[config.mk]
export PLATFORM = sky130hd
export DESIGN_NAME = unpacker
export DESIGN_NICKNAME = d
export VERILOG_FILES = /design/src/rtl/unpacker.sv
export SDC_FILE = /design/constraint.sdc
export NUM_CORES = 1
export LEC_CHECK = 0
export CELL_PAD_IN_SITES_DETAIL_PLACEMENT = 0
export CELL_PAD_IN_SITES_GLOBAL_PLACEMENT = 1
export CORE_MARGIN = 3
export CORE_UTILIZATION = 23
export CTS_CLUSTER_DIAMETER = 60
export DETAILED_ROUTE_END_ITERATION = 10
export MAX_ROUTING_LAYER = met4
export PLACE_DENSITY = 0.59
export RECOVER_POWER = 50
export SKIP_LAST_GASP = 1
export SLEW_MARGIN = 25
export SYNTH_ARGS = -nofsm -noshare
export SYNTH_HDL_FRONTEND = slang
export SYNTH_SLANG_ARGS = --single-unit
export TNS_END_PERCENT = 20
[constraint.sdc]
create_clock -name clk -period 4.36 [get_ports clk]
set_clock_uncertainty 0.15 [all_clocks]
set_input_delay 0.872 -clock clk [delete_from_list [all_inputs] [get_ports clk]]
set_output_delay 0.872 -clock clk [all_outputs]
set_load 0.03 [all_outputs]
[src/rtl/unpacker.sv]
// Unpacker: captures a packed word of up to NUM_DATA elements and streams them out
// one per valid/ready transfer, highest occupied lane first.
module unpacker #(
    parameter int unsigned NUM_DATA   = 32,
    parameter int unsigned DATA_WIDTH = 8
) (
    input  logic                             clk,
    input  logic                             rst_n,
    input  logic                             Load,
    input  logic [$clog2(NUM_DATA):0]        NumUnpack,
    input  logic [DATA_WIDTH*NUM_DATA-1:0]   DatIn,
    output logic                             RdyLoad,
    output logic                             ValOut,
    input  logic                             RdyOut,
    output logic [DATA_WIDTH-1:0]            DatOut,
    output logic                             LastOut,
    output logic                             Done
);

    localparam int unsigned CNT_W  = $clog2(NUM_DATA) + 1;
    localparam int unsigned LANE_W = (NUM_DATA > 1) ? $clog2(NUM_DATA) : 1;
    localparam int unsigned WORD_W = DATA_WIDTH * NUM_DATA;
    localparam logic [CNT_W-1:0] MAX_CNT = CNT_W'(NUM_DATA);

    typedef enum logic [1:0] {
        IDLE = 2'd0,
        SEND = 2'd1,
        FNH  = 2'd2
    } state_t;

    state_t                 state_q, state_d;
    logic [CNT_W-1:0]       cnt_q, cnt_d, neff;
    logic [WORD_W-1:0]      word_q, word_d;
    logic [LANE_W-1:0]      lane;
    logic [DATA_WIDTH-1:0]  dat_q, dat_d;
    logic                   val_q, val_d;
    logic                   last_q, last_d;
    logic                   done_q, done_d;
    logic                   rdy_load_q, rdy_load_d;

    // Next state, counter and the registered view of the element presented next cycle
    always_comb begin
        state_d    = state_q;
        cnt_d      = cnt_q;
        word_d     = word_q;
        neff       = (NumUnpack > MAX_CNT) ? MAX_CNT : NumUnpack;
        lane       = '0;
        dat_d      = dat_q;
        val_d      = 1'b0;
        last_d     = 1'b0;
        done_d     = 1'b0;
        rdy_load_d = 1'b0;

        unique case (state_q)
            IDLE: begin
                if (Load) begin
                    word_d  = DatIn;
                    cnt_d   = neff;
                    state_d = (neff != '0) ? SEND : FNH;
                end
            end
            SEND: begin
                if (RdyOut && cnt_q != '0) begin
                    cnt_d = cnt_q - CNT_W'(1);
                    if (cnt_q == CNT_W'(1)) state_d = FNH;
                end
            end
            FNH:     state_d = IDLE;
            default: state_d = IDLE;
        endcase

        // Remaining count N presents lane N-1; lane 0 is the final element
        lane       = LANE_W'(cnt_d - CNT_W'(1));
        val_d      = (state_d == SEND);
        done_d     = (state_d == FNH);
        rdy_load_d = (state_d == IDLE);
        last_d     = (state_d == SEND) && (cnt_d == CNT_W'(1));
        if (state_d == SEND) dat_d = word_d[lane*DATA_WIDTH +: DATA_WIDTH];
    end

    always_ff @(posedge clk) begin
        if (!rst_n) begin
            state_q    <= IDLE;
            cnt_q      <= '0;
            word_q     <= '0;
            dat_q      <= '0;
            val_q      <= 1'b0;
            last_q     <= 1'b0;
            done_q     <= 1'b0;
            rdy_load_q <= 1'b1;
        end else begin
            state_q    <= state_d;
            cnt_q      <= cnt_d;
            word_q     <= word_d;
            dat_q      <= dat_d;
            val_q      <= val_d;
            last_q     <= last_d;
            done_q     <= done_d;
            rdy_load_q <= rdy_load_d;
        end
    end

    assign RdyLoad = rdy_load_q;
    assign ValOut  = val_q;
    assign DatOut  = dat_q;
    assign LastOut = last_q;
    assign Done    = done_q;

endmodule

======== Word-level counts from Yosys, hierarchy flattened ========
Cells that the tools add are included.
storage, ports and cells
  bits in registers ....................... 276
  input port bits ......................... 266
  output and inout bits ................... 12
  logic and storage cells ................. 34
operators by class
  add/sub/neg operators ................... 2
  $lt $le $gt $ge ......................... 1
  equal/unequal tests ..................... 5
  shifts and indexed selects .............. 1
  multiplexer cells ....................... 11
  reduce and logical (&&, ||, !) cells .... 6
operators by type and width
  operator                                                               count
  256-bit two-way mux                                                    2
  256-bit by 9-bit variable part select with 8-bit output                1
  6-bit two-way mux                                                      3
  6-bit by 1-bit equality test with 1-bit output, second input constant  2
  6-bit case mux with 2 select lines                                     1
  6-bit nonzero test                                                     2
  2-bit two-way mux                                                      4
  6-bit > comparator, second input constant                              1
  6-bit by 1-bit subtractor with 6-bit output, second input constant     1
  5-bit by 1-bit subtractor with 5-bit output, second input constant     1
  2-bit by 1-bit equality test with 1-bit output, second input constant  2
  2-bit zero test                                                        2
  2-bit case mux with 2 select lines                                     1
  2-bit equality test, second input constant                             1
  1-bit logical AND                                                      2

======== Depth between registers and ports, before layout ========
Gate-level depths: netlist (run 1).
  word-level depth ........................ 8
  mapped depth ............................ 19
  depth with buffers taken out ............ 13

======== Worst setup path after synthesis (run 1) ========
Ideal clock, no wire load.
  path type ............................... in2reg
  start ................................... input Load
  end ..................................... register dat_q[7] (netlist: DatOut[7])
  setup time .............................. 0.122 ns
  arrival ................................. 4.321 ns
  required time ........................... 4.088 ns
  setup slack ............................. -0.233 ns
  cell stages on the path ................. 18
  buffers on the path ..................... 6
  cells stage by stage .................... buf_2 > o21bai_1 > a22oi_1 > o211ai_2 > inv_2 > clkbuf_1 > clkbuf_1 > ha_1 > clkbuf_1 > inv_1 > xnor2_2 > buf_2 > buf_2 > mux2i_1 > mux2i_1 > a211oi_1 > nor4_1 > a221o_1
between the ends
  longest elaborated chain between the ends .. 4
  elaborated cells on any way between the ends .. 9
  classes of those cells .................. add/sub: 1; eq/ne: 1; shift: 1; mux: 6
RTL lines
  item                                                     line  source
  start: declaration                                       9     input logic Load,
  6-bit two-way mux                                        56    if (Load) begin
  6-bit case mux with 2 select lines                       54    unique case (state_q)
  5-bit by 1-bit subtractor with 5-bit output              73    lane = LANE_W'(cnt_d - CNT_W'(1));
  256-bit by 9-bit variable part select with 8-bit output  78    if (state_d == SEND) dat_d = word_d[lane*DATA_WIDTH +: DATA_WIDTH];
  end signal: assignment                                   95    dat_q <= dat_d;
  end: declaration                                         35    logic [DATA_WIDTH-1:0] dat_q, dat_d;
Parallel ways exist; a longest one is shown, timed or not.
A chain may end at the register's enable or synchronous reset.

======== Worst setup path in the final report (run 1) ========
  start ................................... input Load
  end ..................................... register dat_q[5] (netlist: DatOut[5])
Same word-level chain as after synthesis.

==> flow_summary.yaml, run 1 <==
run_status:
  status: "finished with violations"
  violations: "capacitance limit, slew limit"
logic_synthesis:
  syn_inst: 1898
  yosysTopAreaCellShare_pct: 38.5
  synth_top_area_cell: "dfxtp_1"
  yosys-top-cells-area: "dfxtp_1 (38%), nand2_1 (16%), mux2i_1 (14%), a21oi_1 (10%), clkbuf_1 (2.7%)"
  yosysWarnings: 0
  ys_seq_elements: 276
  synthesis.area_sq_um: 14400
  syn_nets: 2168
  synth_cell_types: 61
  async_flop_share_pct: 0
  ys_seq_area_share_pct: 38.5
  synth_edf_count: 0
  ys.flop_type: "dfxtp_1"
  syn_avg_cell_area_sq_um: 7.56
clocking:
  insertion_delay_ns: 0.54
  clockBufferDepth: 3
  cts_root_buf: "clkbuf_16"
  cts_tree: "yes"
  numCtsBuffers: 39
  clk_pin_slew_ns: 0.06
  post-cts-setup-buffers: 0
  cts_sinks: 276
  cts_max_level: 2
floorplanning:
  initial_core_util_pct: 23.5
  rows: 90
  die_h_um: 256
  core_sq_um: 61000
  die_area_sq_um: 65400
  ios: 278
  die_w_um: 256
detailed_routing:
  routedWlPerCell_um: 19.6
  m1WireLength_um: 28300
  wl_met3_um: 2680
  dr.pass1.iters: 5
  highest_layer: "met4"
  wl_met2_um: 27700
  antenna_left: 0
  wl_um: 59800
  vias_per_cell: 4.77
  via_count: 14600
  drt_iter0_markers: 1043
  drc_errors: 0
sta:
  tightest_slew_ns: 1.89
  slew_headroom_pct: -26.2
  hold_violations: 0
  fin_crit_sh_pct: 98.5
  fin_crit_ns: 4.29
  fmax_mhz: 233
  slew_viol_final: 153
  rsz0062_at_grt: "yes"
  setup_viol: 0
finish:
  final_common_cell: "nand2_1"
  area_delta_synth_final_pct: 40.4
  drive_gt1_share_pct: 10.3
  final_cell_mix: "nand2_1 (609), a21oi_1 (292), dfxtp_1 (276), clkdlybuf4s50_1 (275), mux2i_1 (205)"
  seq_area_sq_um: 5530
  fill_cells: 6531
  multi_input_area_sq_um: 8200
  fin_util_pct: 33.0
  nets: 2463
  fin_cells: 3051
flow_run:
  cap_viol_max_count: 1
critical_path:
  r2r-end: "DatOut[5]$_SDFFE_PN0P_"
  r2r-start: "cnt_q[2]$_SDFF_PN0_"
  critPathMaxStageDelay_ns: 0.57
  crit_start: "Load"
  path_buf_inv: 5
  arrival_ns: 4.59
  cp_num_cells: 16
  end_kind: "register"
  r2r_cells: 15
  worstPathMaxFanout: 12
  cpLargestDelayFamily: "buffers and inverters"
  reg2reg_slack_ns: 0.20
  critPathCapture: "DatOut[5]$_SDFFE_PN0P_"
  start_kind: "primary input"
  required_ns: 4.65
  crit_type: "in -> reg"
  crit_chain: "clkdlybuf4s50_1 -> nor2_1 -> a31oi_1 -> o22ai_1 -> or3_1 -> ha_1 -> buf_4 -> xnor2_4 -> buf_12 -> buf_12 -> mux2i_1 -> mux2i_1 -> a211oi_1 -> buf_4 -> nor4_2 -> a221o_1"
  slowest_stage: "clkdlybuf4s50_1"
global_route:
  track_usage_pct: 18.0
  grt_pass1_wl_um: 88800
  antenna_found_initial: 3
  grt_max_degree: 153
  grt_pass1_vias: 14100
  grt-ovfl-total: 0
place:
  place_inst: 2980
  gp_congestion: 0.861
  io_buffers: 277
  dp_hpwl_um: 43300
pwr:
  power_density_nw_per_um2: 456
  peakVddDrop_mv: 0.254
  p_leak_nw: 7.87
hold_path:
  hp-start: "word_q[194]$_SDFF_PN0_"
  hold_path.class: "reg -> reg"
  min_path_cells: 2
[how the worst min path moves through the flow]
stage / end
2_1_floorplan: word_q[192]$_SDFF_PN0_
3_3_place_gp: word_q[194]$_SDFF_PN0_
3_5_place_dp: word_q[197]$_SDFF_PN0_
4_1_cts: word_q[197]$_SDFF_PN0_
5_1_grt: word_q[199]$_SDFF_PN0_
6_report: word_q[194]$_SDFF_PN0_
[where the power goes]
group | internal (mW) | switching [mW]
sequential | 2.71 | 0.110
clock | 1.98 | 1.23
combinational | 1.43 | 1.72
total | 6.12 | 3.06
[synth_stat cells (8+ instances only)]
master,n
a31oi_1,14
or3_1,8
nand2_1,609
inv_1,9
nand3_1,39
o21ai_0,16
nor2b_1,9
mux2i_1,205
o22ai_1,41
o311ai_0,8
a211oi_1,27
nor2_1,34
buf_2,41
o211ai_1,9
dfxtp_1,276
clkbuf_1,103
a22oi_1,11
nor4_1,15
or4_1,10
nor3_1,30
a21oi_1,293
[kinds of logic after synthesis]
group	after synthesis	synth area share, %
buffers and inverters	168	5.04
AO/OA/AOI/OAI	452	18.3
AND/OR/NAND/NOR	780	22.5
multiplexers	213	14.9
XOR/XNOR	5	0.410
flip-flops	276	38.5
adder cells (fa/ha/maj)	4	0.349
[final cells by class]
type / instances / share of cell area (%)
antenna: 2 / 0.0248
clock inverter: 16 / 0.844
tap: 828 / 5.14
clock buffer: 53 / 5.56
multi-input combinational: 1454 / 40.7
inverter: 11 / 0.242
timing repair buffer: 411 / 20.1
sequential: 276 / 27.4
[stage by stage]
step / setup TNS [ns] / worst slack [ns] / power [mW] / area, sq um / hold slack [ns]
after detailed placement: -4.21 / -0.781 / 6.03 / 18800 / 0.292
final: 0 / 0.0664 / 9.18 / 20200 / 0.301
after global routing: -0.118 / -0.0523 / 9.63 / 20200 / 0.312
after CTS: -0.0881 / -0.0712 / 9.30 / 20100 / 0.300
after floorplan: 0 / 0.0323 / 4.49 / 14400 / 0.282
after global placement: -4.21 / -0.837 / 6.00 / 18800 / 0.291
[worst min-delay path, stage by stage, from the launching register on]
cell     delay [ns]
dfxtp_1        0.30
nand2_1        0.05
a21oi_1        0.05
[layer usage]
metal	up-vias	track usage, %
met4	0	4.39
met1	6969	24.3
li1	7160	-
met5	-	-
met3	60	2.67
met2	373	28.5
[registers in the layout, summed over array words and instances, names as in the netlist]
signal	flops
cnt_q	6
ValOut	1
LastOut	1
DatOut	8
word_q	256
RdyLoad	1
state_q	2
Done	1
[timing repair]
item / CTS / global route
hold buffers: 0 / 0
endpoints found under the setup margin: 4 / 6
gates resized for setup: 2 / 6
No activity file was read; power rests on OpenSTA's default activity.
==> run 2, diff against run 1 <==
PLACE_DENSITY = default   (was 0.59)
PLACE_DENSITY_LB_ADDON = 0.2   (was default)
==> run 2 against run 1 <==
Compared with the run above:
- the flow finishes with violations (capacitance limit, slew limit, setup timing)
- cell count grew 0.16%
- non-clock buffer count is 3 higher
- total power rose by 3.2%
- sequential share of layout area down 0.088 points
- clock power increased by 10%
- cell area up 0.32%
- first-iteration DRC count is 9.4% lower
- setup slack got worse by 0.084 ns
- hold slack barely moved
- combinational power about the same
- utilization is 0.11 points higher
- register-to-register slack worse by 0.04 ns
==> flow_summary.yaml, run 2 (same netlist as run 1, synthesis figures left out) <==
global_route:
  grt_pass1_wl_um: 89500
  grt_pass1_vias: 13900
  grt-ovfl-total: 0
  antenna_found_initial: 0
  grt_max_degree: 124
  track_usage_pct: 18.3
detailed_routing:
  wl_um: 60500
  drt_iter0_markers: 945
  m1WireLength_um: 29400
  dr.pass1.iters: 5
  wl_met3_um: 2700
  routedWlPerCell_um: 19.8
  antenna_left: 0
  vias_per_cell: 4.75
  wl_met2_um: 27100
  highest_layer: "met4"
  via_count: 14500
  drc_errors: 0
finish:
  drive_gt1_share_pct: 10.1
  fill_cells: 6525
  largest_reg_flops: 256
  fin_cells: 3056
  seq_area_sq_um: 5530
  regMostFlops: "word_q"
  multi_input_area_sq_um: 8150
  area_delta_synth_final_pct: 40.8
  diodes: 0
  final_cell_mix: "nand2_1 (609), a21oi_1 (293), dfxtp_1 (276), clkdlybuf4s50_1 (264), mux2i_1 (205)"
  final_common_cell: "nand2_1"
  nets: 2468
clocking:
  numCtsBuffers: 41
  cts_root_buf: "clkbuf_16"
  cts_sinks: 276
  cts_max_level: 2
  clockBufferDepth: 3
  hold_buffers: 0
  clk_pin_slew_ns: 0.06
  insertion_delay_ns: 0.56
  cts_tree: "yes"
floorplanning:
  ios: 278
  core_sq_um: 61000
  die_area_sq_um: 65400
  initial_core_util_pct: 23.5
  die_h_um: 256
  rows: 90
  die_w_um: 256
critical_path:
  required_ns: 4.66
  arrival_ns: 4.67
  crit_type: "in -> reg"
  start_kind: "primary input"
  end_kind: "register"
  worstPathMaxFanout: 8
sta:
  setup_ws_ns: -0.0178
  fin_crit_sh_pct: 100
  tns_ns: -0.0178
  setup_viol: 1
  slew_viol_final: 45
  tightest_slew_ns: 2.22
  whs_ns: 0.302
  fin_crit_ns: 4.38
  fmax_mhz: 228
  rsz0062_at_grt: "yes"
  slew_headroom_pct: -47.9
  hold_violations: 0
pwr:
  peakVddDrop_mv: 0.207
  p_leak_nw: 7.94
  p_total_mw: 9.47
  power_density_nw_per_um2: 469
place:
  io_buffers: 277
  gp_congestion: 0.833
  dp_hpwl_um: 43500
  dp_slack_ns: -0.588
  place_inst: 2983
run_status:
  status: "finished with violations"
  violations: "capacitance limit, slew limit, setup timing"
flow_run:
  cap_viol_max_count: 1
hold_path:
  hold_path.class: "reg -> reg"
run 2: what timing repair did:
item | CTS | global route
buffers inserted | 0 | 0
setup endpoints to repair | 0 | 5
endpoints found under the hold margin | 0 | 0
gates resized for setup | 0 | 1
run 2: where the power goes:
group,internal (mW),switching [mW],total [mW]
Combinational,1.39,1.74,3.13
Sequential,2.71,0.0954,2.81
Clock,2.24,1.30,3.54
run 2: metrics by stage:
stage,utilization [%],cell area [sq um]
2_1_floorplan,-,14400
3_3_place_gp,30.8,18800
3_5_place_dp,30.8,18800
4_1_cts,33.2,20200
5_1_grt,33.1,20200
6_report,33.1,20200
run 2: worst paths after layout:
path	depth (start not counted)	from	slack, ns	end
hold / removal	2	word_q[197]$_SDFF_PN0_	0.30	word_q[197]$_SDFF_PN0_
setup / recovery	17	NumUnpack[5]	-0.02	DatOut[1]$_SDFFE_PN0P_
setup reg to reg	16	state_q[1]$_SDFF_PN0_	0.16	DatOut[1]$_SDFFE_PN0P_
hold reg to reg	2	word_q[197]$_SDFF_PN0_	0.30	word_q[197]$_SDFF_PN0_
run 2: final cells by class:
| class | instances | area share (%) |
|---|---|---|
| Clock buffer | 59 | 6.02 |
| Clock inverter | 14 | 1.10 |
| Inverter | 11 | 0.241 |
| Multi-Input combinational cell | 1454 | 40.3 |
| Sequential cell | 276 | 27.3 |
| Tap cell | 828 | 5.12 |
| Timing Repair Buffer | 414 | 19.9 |
run 2: critical path: stages:
cell and delay, ns:
clkdlybuf4s50_1 0.48, nand2b_1 0.18, a31oi_1 0.17, o22ai_1 0.17, or3_1 0.40, ha_1 0.23
buf_4 0.18, xnor2_4 0.20, buf_4 0.23, buf_12 0.15, mux2i_1 0.20, mux2i_1 0.09
a211oi_1 0.49, buf_4 0.20, nor4_1 0.04, buf_4 0.12, a221o_1 0.24
run 2: layer usage:
layer	GRT usage (%)	vias up
met5	-	-
met4	5.07	0
met3	2.45	71
met2	27.8	383
met1	25.3	6880
li1	-	7181
==> run 3, diff against run 2 <==
SKIP_LAST_GASP = default   (was 1)
==> run 3 against run 2 <==
Compared with the run above:
- the flow finishes with violations (capacitance limit, slew limit)
- utilization is 0.084 points higher
- maximum frequency is 2.0% higher
- sequential share of layout area is 0.069 points lower
- cell area is 0.25% higher
- first-iteration DRC count is 3.3% lower
- largest power group unchanged
==> flow_summary.yaml, run 3 (same netlist as run 1, synthesis figures left out) <==
run_status:
  status: "finished with violations"
  violations: "capacitance limit, slew limit"
global_route:
  grt_pass1_vias: 13900
  gr-usage-met1_pct: 25.3
  met2_usage_pct: 27.8
  grt-ovfl-total: 0
  track_usage_pct: 18.3
  gr-max-usage-layer: "met2"
  grt_max_degree: 124
  grt_pass1_wl_um: 89500
  antenna_found_initial: 0
  grt_use_met3_pct: 2.45
finish:
  nets: 2468
  drive_gt1_share_pct: 10.4
  fin_cells: 3056
  fin_util_pct: 33.2
  final_common_cell: "nand2_1"
  regMostFlops: "word_q"
  diodes: 0
  area_delta_synth_final_pct: 41.2
  largest_reg_flops: 256
  final_cell_mix: "nand2_1 (609), a21oi_1 (293), dfxtp_1 (276), clkdlybuf4s50_1 (264), mux2i_1 (204)"
flow_run:
  cap_viol_max_count: 1
pwr:
  power_frac_seq_pct: 29.6
  clock_power_share_pct: 37.3
  power.net_switching_mw: 3.14
  p_int_mw: 6.35
  p_leak_nw: 7.95
  p_total_mw: 9.49
  power_density_nw_per_um2: 468
  comb_power_share_pct: 33.2
  switching_share_pct: 33.1
  peakVddDrop_mv: 0.206
sta:
  setup_ws_ns: 0.0668
  fin_crit_sh_pct: 98.5
  hold_violations: 0
  rsz0062_at_grt: "yes"
  tightest_slew_ns: 2.20
  fin_crit_ns: 4.29
  tns_ns: 0
  slew_headroom_pct: -46.8
  slew_viol_final: 45
  fmax_mhz: 233
  setup_viol: 0
clocking:
  clockBufferDepth: 3
  cts_max_level: 2
  cts_tree: "yes"
  cts_sinks: 276
  cts_root_buf: "clkbuf_16"
  clk_pin_slew_ns: 0.06
  numCtsBuffers: 41
  post-cts-setup-buffers: 0
  insertion_delay_ns: 0.56
critical_path:
  critPathMaxStageDelay_ns: 0.50
  crit_chain: "clkdlybuf4s50_1 -> nand2b_1 -> a31oi_1 -> o22ai_1 -> or3_1 -> ha_1 -> buf_4 -> xnor2_4 -> buf_4 -> buf_12 -> buf_4 -> nor2_1 -> o21ai_0 -> a41oi_1 -> nor4_1 -> a221o_1"
  path_buf_inv: 5
  start_kind: "primary input"
  crit_type: "in -> reg"
  crit_top_cell: "buf_4"
  arrival_ns: 4.64
  end_kind: "register"
  required_ns: 4.71
  cpLargestDelayFamily: "buffers and inverters"
  slowest_stage: "nor4_1"
  worstPathMaxFanout: 21
detailed_routing:
  dr.pass1.iters: 6
  antenna_left: 0
  wl_um: 60600
  routedWlPerCell_um: 19.8
  vias_per_cell: 4.76
  drc_errors: 0
  drt_iter0_markers: 914
  via_count: 14600
hold_path:
  hold_path.class: "reg -> reg"
floorplanning:
  die_w_um: 256
  core_sq_um: 61000
  ios: 278
  initial_core_util_pct: 23.5
  die_area_sq_um: 65400
  die_h_um: 256
  rows: 90
place:
  dp_hpwl_um: 43500
  gp_congestion: 0.833
  place_inst: 2983
  dp_slack_ns: -0.588
  io_buffers: 277
run 3: cell type report:
| class | count | area [sq um] |
|---|---|---|
| Tap cell | 828 | 1040 |
| Inverter | 11 | 48.8 |
| Clock inverter | 14 | 223 |
| Clock buffer | 59 | 1220 |
| Multi-Input combinational cell | 1454 | 8190 |
| Fill cell | 6522 | 40800 |
| Sequential cell | 276 | 5530 |
| Timing Repair Buffer | 414 | 4030 |
run 3: worst paths after layout:
check / start / end / slack, ns / depth (start not counted)
setup / recovery: NumUnpack[5] / DatOut[1]$_SDFFE_PN0P_ / 0.07 / 16
hold / removal: word_q[197]$_SDFF_PN0_ / word_q[197]$_SDFF_PN0_ / 0.30 / 2
setup reg to reg: state_q[1]$_SDFF_PN0_ / DatOut[1]$_SDFFE_PN0P_ / 0.25 / 15
hold reg to reg: word_q[197]$_SDFF_PN0_ / word_q[197]$_SDFF_PN0_ / 0.30 / 2
run 3: routing by layer:
layer  vias to the layer above  wire [um]
li1                       7182          -
met1                      6942      29400
met2                       362      27300
met3                        74       2480
met4                         0       1420
met5                         -          0
run 3: what timing repair did:
item                                    CTS  global route
endpoints found under the setup margin    0             5
resized for setup                         0             9
hold buffers                              0             0
run 3: stage by stage:
step                      area (sq um)  hold WS, ns
after detailed placement         18800        0.294
after CTS                        20200        0.301
after global routing             20300        0.315
after global placement           18800        0.290
after floorplan                  14400        0.282
final                            20300        0.301
run 3: power groups by stage:
stage	sequential [mW]	clock, mW	combinational (mW)
final	2.80	3.54	3.15
after global routing	2.82	3.75	3.39
after CTS	2.81	3.65	3.19
after detailed placement	2.86	0	3.17
after global placement	2.86	0	3.16
after floorplan	2.89	0	1.60
run 3: worst reg2reg max path, cell delays in order (launching register included):
cell     delay (ns)
dfxtp_1        0.60
inv_1          0.20
a31oi_1        0.18
o22ai_1        0.17
or3_1          0.40
ha_1           0.24
buf_4          0.18
xnor2_4        0.20
buf_4          0.23
buf_12         0.20
buf_4          0.16
nor2_1         0.04
o21ai_0        0.26
a41oi_1        0.15
nor4_1         0.50
a221o_1        0.21
